### src/rtl/fifo_dut.sv
// Memory-mapped circular queue behind the board test unit: push/pop/clear via write strobes,
// registered read-back of slots, status and last popped word. Optional peek port: FIFO_PEEK_EN.
module fifo_dut #(
    parameter int DEPTH = 8,
    parameter int DW    = 32,
    parameter int AW    = 16
) (
    input  logic          clk,
    input  logic          rstn,
    input  logic [AW-1:0] addr,
    input  logic [DW-1:0] wdata,
    input  logic          we,
    output logic [DW-1:0] rdata,
    output logic          full,
    output logic          empty,
    output logic [4:0]    count
);

    localparam int PW = (DEPTH > 1) ? $clog2(DEPTH) : 1;

    localparam logic [AW-1:0] ADDR_STATUS = AW'(16'h0010);
    localparam logic [AW-1:0] ADDR_PUSH   = AW'(16'h0020);
    localparam logic [AW-1:0] ADDR_POP    = AW'(16'h0021);
    localparam logic [AW-1:0] ADDR_POPR   = AW'(16'h0022);
    localparam logic [AW-1:0] ADDR_CLR    = AW'(16'h0023);
`ifdef FIFO_PEEK_EN
    localparam logic [AW-1:0] ADDR_PEEK   = AW'(16'h0024);
`endif
    localparam logic [AW-1:0] ADDR_SLOTS  = AW'(DEPTH);
    localparam logic [4:0]    DEPTH_CNT   = 5'(DEPTH);

    logic [DW-1:0] mem_q [DEPTH];
    logic [PW-1:0] head_q, head_d;
    logic [PW-1:0] tail_q, tail_d;
    logic [4:0]    count_q, count_d;
    logic [DW-1:0] popR_q, popR_d;
    logic          ovf_q, ovf_d;
    logic          udf_q, udf_d;
    logic [DW-1:0] rdata_q, rdata_d;

    logic          doPush;
    logic          doPop;
    logic [31:0]   statusWord;

    assign full  = (count_q == DEPTH_CNT);
    assign empty = (count_q == 5'd0);
    assign count = count_q;
    assign rdata = rdata_q;

    // Only one address is decoded per cycle, so push and pop are mutually exclusive.
    always_comb begin
        head_d  = head_q;
        tail_d  = tail_q;
        count_d = count_q;
        popR_d  = popR_q;
        ovf_d   = ovf_q;
        udf_d   = udf_q;
        doPush  = 1'b0;
        doPop   = 1'b0;
        if (we) begin
            if (addr == ADDR_PUSH) begin
                if (full) begin
                    ovf_d = 1'b1;
                end else begin
                    doPush  = 1'b1;
                    tail_d  = tail_q + PW'(1);
                    count_d = count_q + 5'd1;
                end
            end else if (addr == ADDR_POP) begin
                if (empty) begin
                    udf_d = 1'b1;
                end else begin
                    doPop   = 1'b1;
                    popR_d  = mem_q[head_q];
                    head_d  = head_q + PW'(1);
                    count_d = count_q - 5'd1;
                end
            end else if (addr == ADDR_CLR) begin
                ovf_d = 1'b0;
                udf_d = 1'b0;
            end
        end
    end

    always_comb begin
        statusWord        = '0;
        statusWord[15]    = ovf_q;
        statusWord[14]    = udf_q;
        statusWord[13]    = full;
        statusWord[12]    = empty;
        statusWord[11:8]  = count_q[3:0];
        statusWord[7:4]   = 4'(head_q);
        statusWord[3:0]   = 4'(tail_q);
`ifdef FIFO_PEEK_EN
        statusWord[16]    = 1'b1;
`endif
    end

    // Read decode sees the state from before this edge's update, giving one cycle of latency.
    always_comb begin
        rdata_d = '0;
        if (addr < ADDR_SLOTS) begin
            rdata_d = mem_q[addr[PW-1:0]];
        end else if (addr == ADDR_STATUS) begin
            rdata_d = DW'(statusWord);
        end else if (addr == ADDR_POPR) begin
            rdata_d = popR_q;
`ifdef FIFO_PEEK_EN
        end else if (addr == ADDR_PEEK) begin
            rdata_d = empty ? '0 : mem_q[head_q];
`endif
        end
    end

    always_ff @(posedge clk or negedge rstn) begin
        if (!rstn) begin
            head_q  <= '0;
            tail_q  <= '0;
            count_q <= '0;
            popR_q  <= '0;
            ovf_q   <= 1'b0;
            udf_q   <= 1'b0;
            rdata_q <= '0;
        end else begin
            head_q  <= head_d;
            tail_q  <= tail_d;
            count_q <= count_d;
            popR_q  <= popR_d;
            ovf_q   <= ovf_d;
            udf_q   <= udf_d;
            rdata_q <= rdata_d;
        end
    end

    // Popped slots are zeroed so raw slot reads show only live entries.
    always_ff @(posedge clk or negedge rstn) begin
        if (!rstn) begin
            for (int i = 0; i < DEPTH; i++) begin
                mem_q[i] <= '0;
            end
        end else if (doPush) begin
            mem_q[tail_q] <= wdata;
        end else if (doPop) begin
            mem_q[head_q] <= '0;
        end
    end

endmodule

### config.mk
export PLATFORM = sky130hd
export DESIGN_NAME = fifo_dut
export DESIGN_NICKNAME = d
export VERILOG_FILES = /design/src/rtl/fifo_dut.sv
export SDC_FILE = /design/constraint.sdc
export NUM_CORES = 1
export LEC_CHECK = 0
export ABC_AREA = 1
export CELL_PAD_IN_SITES_DETAIL_PLACEMENT = 0
export CELL_PAD_IN_SITES_GLOBAL_PLACEMENT = 1
export CORE_ASPECT_RATIO = 0.75
export CORE_MARGIN = 4
export CORE_UTILIZATION = 40
export CTS_CLUSTER_SIZE = 24
export DETAILED_ROUTE_END_ITERATION = 6
export PLACE_DENSITY = 0.84
export SYNTH_ARGS = -nofsm -noshare
export SYNTH_HDL_FRONTEND = slang
export SYNTH_SLANG_ARGS = --single-unit
### constraint.sdc
create_clock -name clk -period 3.95 [get_ports clk]
set_clock_uncertainty 0.15 [all_clocks]
set_input_delay 0.395 -clock clk [delete_from_list [all_inputs] [get_ports clk]]
set_output_delay 0.395 -clock clk [all_outputs]
set_load 0.01 [all_outputs]
==> flow_summary.rst <==
.. list-table::
   :header-rows: 1

   * - Metric
     - Value
   * - Depth of the worst register-to-register path
     - 9
   * - Relative contribution of the clock network to total power
     - 50.6%
   * - Total instance count after detailed placement
     - around 4200
   * - Placer's final routability congestion estimate
     - roughly 0.85
   * - Power per unit of standard cell area
     - 302 nW/µm²
   * - Net switching fraction of the power
     - 24.4%
   * - Result of the run
     - finished with violations
   * - Worst-Skew Late Latency
     - 0.57 ns
   * - # nets final
     - 3566
   * - Max Slew Vio Count
     - 0
   * - Total I/O pin count
     - 90
   * - Detailed-router iteration count before antenna repair
     - 7
   * - Number of standard cells in the layout, taps in and fillers out
     - 4258
   * - Overall overflow remaining after global route
     - 0
   * - GRT Overall Usage
     - a little under a third
   * - Comb power frac
     - 4.5%
   * - Maximum fanout count along the critical path
     - 20
   * - Part of the total power dissipated in sequential elements
     - about 45%
   * - Final non-filler cell area
     - 25100 µm²
   * - Switching power
     - 0.00185 W
   * - Sequential area share after synthesis
     - 37.7%
   * - Fraction of final layout cells sized beyond drive strength 1
     - 5.26%
   * - Number of resized instances in the post-cts repair step
     - 0
   * - Peak ir drop on the vdd network
     - around 0.00026 V
   * - Number of warning messages in the yosys log
     - 0
   * - Max stage delay cell, worst path
     - sky130_fd_sc_hd__clkdlybuf4s50_1
   * - Post-detailed-route via-to-cell ratio
     - 5.64
   * - Type of the worst setup path
     - in2reg
   * - Total detailed-routing wirelength
     - 90.9 mm
   * - Maximum Capacitance Violations
     - 0
   * - Cell Int Power
     - approximately 0.0057 W
   * - Startpoint kind of the worst setup timing path
     - primary input
   * - Total of buffers placed on input and output ports
     - between 80 and 90
   * - Final hold vios
     - 0
   * - Synthesized netlist net count
     - 3625
   * - Netlist area before placement
     - 22100 µm²
   * - Count of unique library cells instantiated by Yosys
     - 26
   * - Pin count of the biggest net entering global routing
     - about 130
   * - Number of nets with antenna violations after detailed routing
     - 0
   * - DRC Markers
     - 8
   * - Diode insertion count for antenna repair
     - 0
   * - Launch instance of the worst register-to-register path
     - count[0]
   * - Endpoint kind of the worst setup timing path
     - flip-flop
   * - Via count of the first global-routing pass
     - 21900
   * - Class of the most critical hold timing path
     - in2async
   * - Gate count after technology mapping
     - 3568
   * - Data required, critical path
     - 4.28 ns
   * - Number of setup violations in the final report
     - 0
   * - Data arrival time of the critical path
     - 3.29 ns
   * - Core ar.
     - 54500 µm²
   * - Leakage
     - 11.4 nW
   * - Number of DRC markers after the initial detailed-route iteration
     - about 3400
   * - Area Growth Syn to Fin
     - 13.6%
   * - H-Tree Depth
     - 2
   * - Reg2Reg Capture Point
     - mem_q[92]
   * - Clock tree from TritonCTS
     - built
   * - Aggregate negative setup slack
     - 0 ns
   * - Wire length of the first global-routing pass
     - ~140 mm
   * - Chip width
     - 279 µm
   * - RSZ-0062 raised after global routing
     - false
   * - Root cell of the clock tree
     - sky130_fd_sc_hd__clkbuf_16
   * - Clk sink count
     - 333
   * - Start point of the critical path
     - addr[0]
   * - Max incr delay on CP
     - 0.57 ns
   * - Setup slack, reg-to-reg
     - 1.24 ns
   * - Mean routed wirelength per cell
     - between 20 and 25 µm
   * - Fin crit share
     - 74.9%
   * - Placed Area
     - roughly 24000 µm²
   * - Clock transition at the registers of the reported paths
     - 0.07 ns
   * - Starting density of the core
     - 40.5%
   * - Timing endpoint of the critical path
     - mem_q[92]
   * - Count of state elements after synthesis
     - ~330
   * - HPWL after detailed placement
     - 51.4 mm
   * - Number of placement rows
     - 74
   * - Full die area
     - ~60000 µm²
   * - Fmax
     - 338 MHz
   * - Measured slew at the worst slew-check pin
     - about 1.1 ns
   * - Overall via count from detail_route
     - 24000
   * - Critical path, cell by cell
     - clkdlybuf4s50_1, nor2_4, nand2_1, nor2_2, nand2_2, nor2_4, nand2_2, nand2_2, buf_4, nand2_1, nand2_1
   * - Average footprint of a synthesized cell
     - 6.19 µm²
   * - Worst slew margin
     - 24.2%
   * - Final period demand of the worst path
     - 2.96 ns
   * - Height of the die
     - 212 µm
   * - Number of buffers added by the clock tree synthesis step
     - 38
   * - Buffer depth of the longest clock path
     - 3
   * - Failing checks
     - DRC
   * - Post-CTS Repair Setup Buffers
     - 0
   * - Initial antenna violation count
     - 0
[stage by stage]
step | setup WS, ns | power, W | utilization [%] | hold WS [ns]
2_1_floorplan | 1.81 | 0.00358 | - | -0.0506
3_3_place_gp | 0.619 | 0.00381 | 43.6 | 0.0989
4_1_cts | 1.09 | 0.00763 | 46.0 | 0.0975
3_5_place_dp | 0.504 | 0.00381 | 43.6 | 0.100
5_1_grt | 0.799 | 0.00779 | 46.0 | 0.118
6_report | 0.993 | 0.00759 | 46.0 | 0.107
[layout make-up]
cell class	instances	area, µm²
fill	5611	29400
multi-input combinational	2730	11900
sequential	333	8330
timing repair buffer	169	1760
clock buffer	54	1120
tap	722	903
inverter	237	890
clock inverter	13	179
[power by group through the flow]
stage | registers (W) | logic, W | clock network, W
2_1_floorplan | 0.00347 | 0.000106 | 0
3_3_place_gp | 0.00347 | 0.000334 | 0
3_5_place_dp | 0.00347 | 0.000333 | 0
4_1_cts | 0.00341 | 0.000335 | 0.00388
5_1_grt | 0.00341 | 0.000360 | 0.00402
6_report | 0.00341 | 0.000340 | 0.00384
[registers in the layout, summed over array words and instances (netlist names)]
signal	cells
udf_q	1
ovf_q	1
rdata	32
count	5
mem_q	256
tail_q	3
popR_q	32
head_q	3
[cell families (layout without fill, tap and decap cells)]
logic type	after synthesis	after routing	share of synthesized area, %
AOI/OAI and AO/OA	501	501	12.2
xor gates and xnor gates	6	6	0.238
adders and majority gates	6	6	0.374
buffers and inverters	505	473	9.16
DFF	333	333	37.7
and+or+nand+nor	2217	2217	40.3
[synthesized netlist by cell type]
cell type	n	area, µm²
sky130_fd_sc_hd__inv_2	1	3.75
sky130_fd_sc_hd__buf_1	17	63.8
sky130_fd_sc_hd__o21ai_1	107	536
sky130_fd_sc_hd__buf_4	17	128
sky130_fd_sc_hd__o21ai_0	199	996
sky130_fd_sc_hd__nand3_1	341	1710
sky130_fd_sc_hd__nor2_1	350	1310
sky130_fd_sc_hd__clkbuf_1	188	706
sky130_fd_sc_hd__inv_1	234	878
sky130_fd_sc_hd__o22ai_1	80	500
sky130_fd_sc_hd__a21oi_1	84	420
sky130_fd_sc_hd__clkinv_1	2	7.51
sky130_fd_sc_hd__nor2_2	1	6.26
sky130_fd_sc_hd__buf_6	1	11.3
sky130_fd_sc_hd__o2111ai_1	4	35.0
sky130_fd_sc_hd__a22oi_1	27	203
sky130_fd_sc_hd__nand2_1	1458	5470
sky130_fd_sc_hd__buf_2	45	225
sky130_fd_sc_hd__nand2_2	3	18.8
sky130_fd_sc_hd__xor2_1	6	52.6
sky130_fd_sc_hd__fa_1	1	20.0
sky130_fd_sc_hd__dfrtp_1	333	8330
sky130_fd_sc_hd__ha_1	5	62.6
sky130_fd_sc_hd__nand4_1	58	363
sky130_fd_sc_hd__nor3_1	4	20.0
sky130_fd_sc_hd__nand3b_1	2	15.0
[routing by layer]
layer,GRT usage (%),wire length (µm),vias up
li1,-,-,11300
met3,5.21,10500,189
met4,9.59,2950,0
met2,44.1,37800,1387
met1,45.5,39500,11200
met5,0,0,-
[worst min path at each step]
stage | from | end | slack [ns] | cells past startpoint
6_report | rstn | mem_q[110] | 0.11 | 2
5_1_grt | rstn | mem_q[110] | 0.12 | 2
4_1_cts | rstn | mem_q[110] | 0.1 | 2
3_5_place_dp | rstn | mem_q[159] | 0.10 | 1
3_3_place_gp | rstn | mem_q[63] | 0.1 | 1
2_1_floorplan | rstn | count[0] | -0.05 | 0
[placed cells by master (no fill, tap or decap), types with 11 or more instances in the layout]
master	instances
sky130_fd_sc_hd__nand2_1	1441
sky130_fd_sc_hd__nand2_2	20
sky130_fd_sc_hd__clkbuf_16	39
sky130_fd_sc_hd__o22ai_1	80
sky130_fd_sc_hd__buf_4	58
sky130_fd_sc_hd__nand4_1	58
sky130_fd_sc_hd__buf_12	21
sky130_fd_sc_hd__a22oi_1	27
sky130_fd_sc_hd__a21oi_1	84
sky130_fd_sc_hd__nor2_1	344
sky130_fd_sc_hd__clkdlybuf4s50_1	87
sky130_fd_sc_hd__o21ai_0	199
sky130_fd_sc_hd__dfrtp_1	332
sky130_fd_sc_hd__o21ai_1	107
sky130_fd_sc_hd__nand3_1	328
sky130_fd_sc_hd__inv_1	234
sky130_fd_sc_hd__nand3_2	11
[critical path: cells and delay by family]
kind                   cells  cell delay (ns)
and+or+nand+nor            9             1.89
buffers and inverters      2             0.96
[repair_timing]
item	in CTS	in global routing
endpoints found under the setup margin	0	0
hold buffers	1	0
endpoints found under the hold margin	217	0
(Power assumes the default switching activity.)
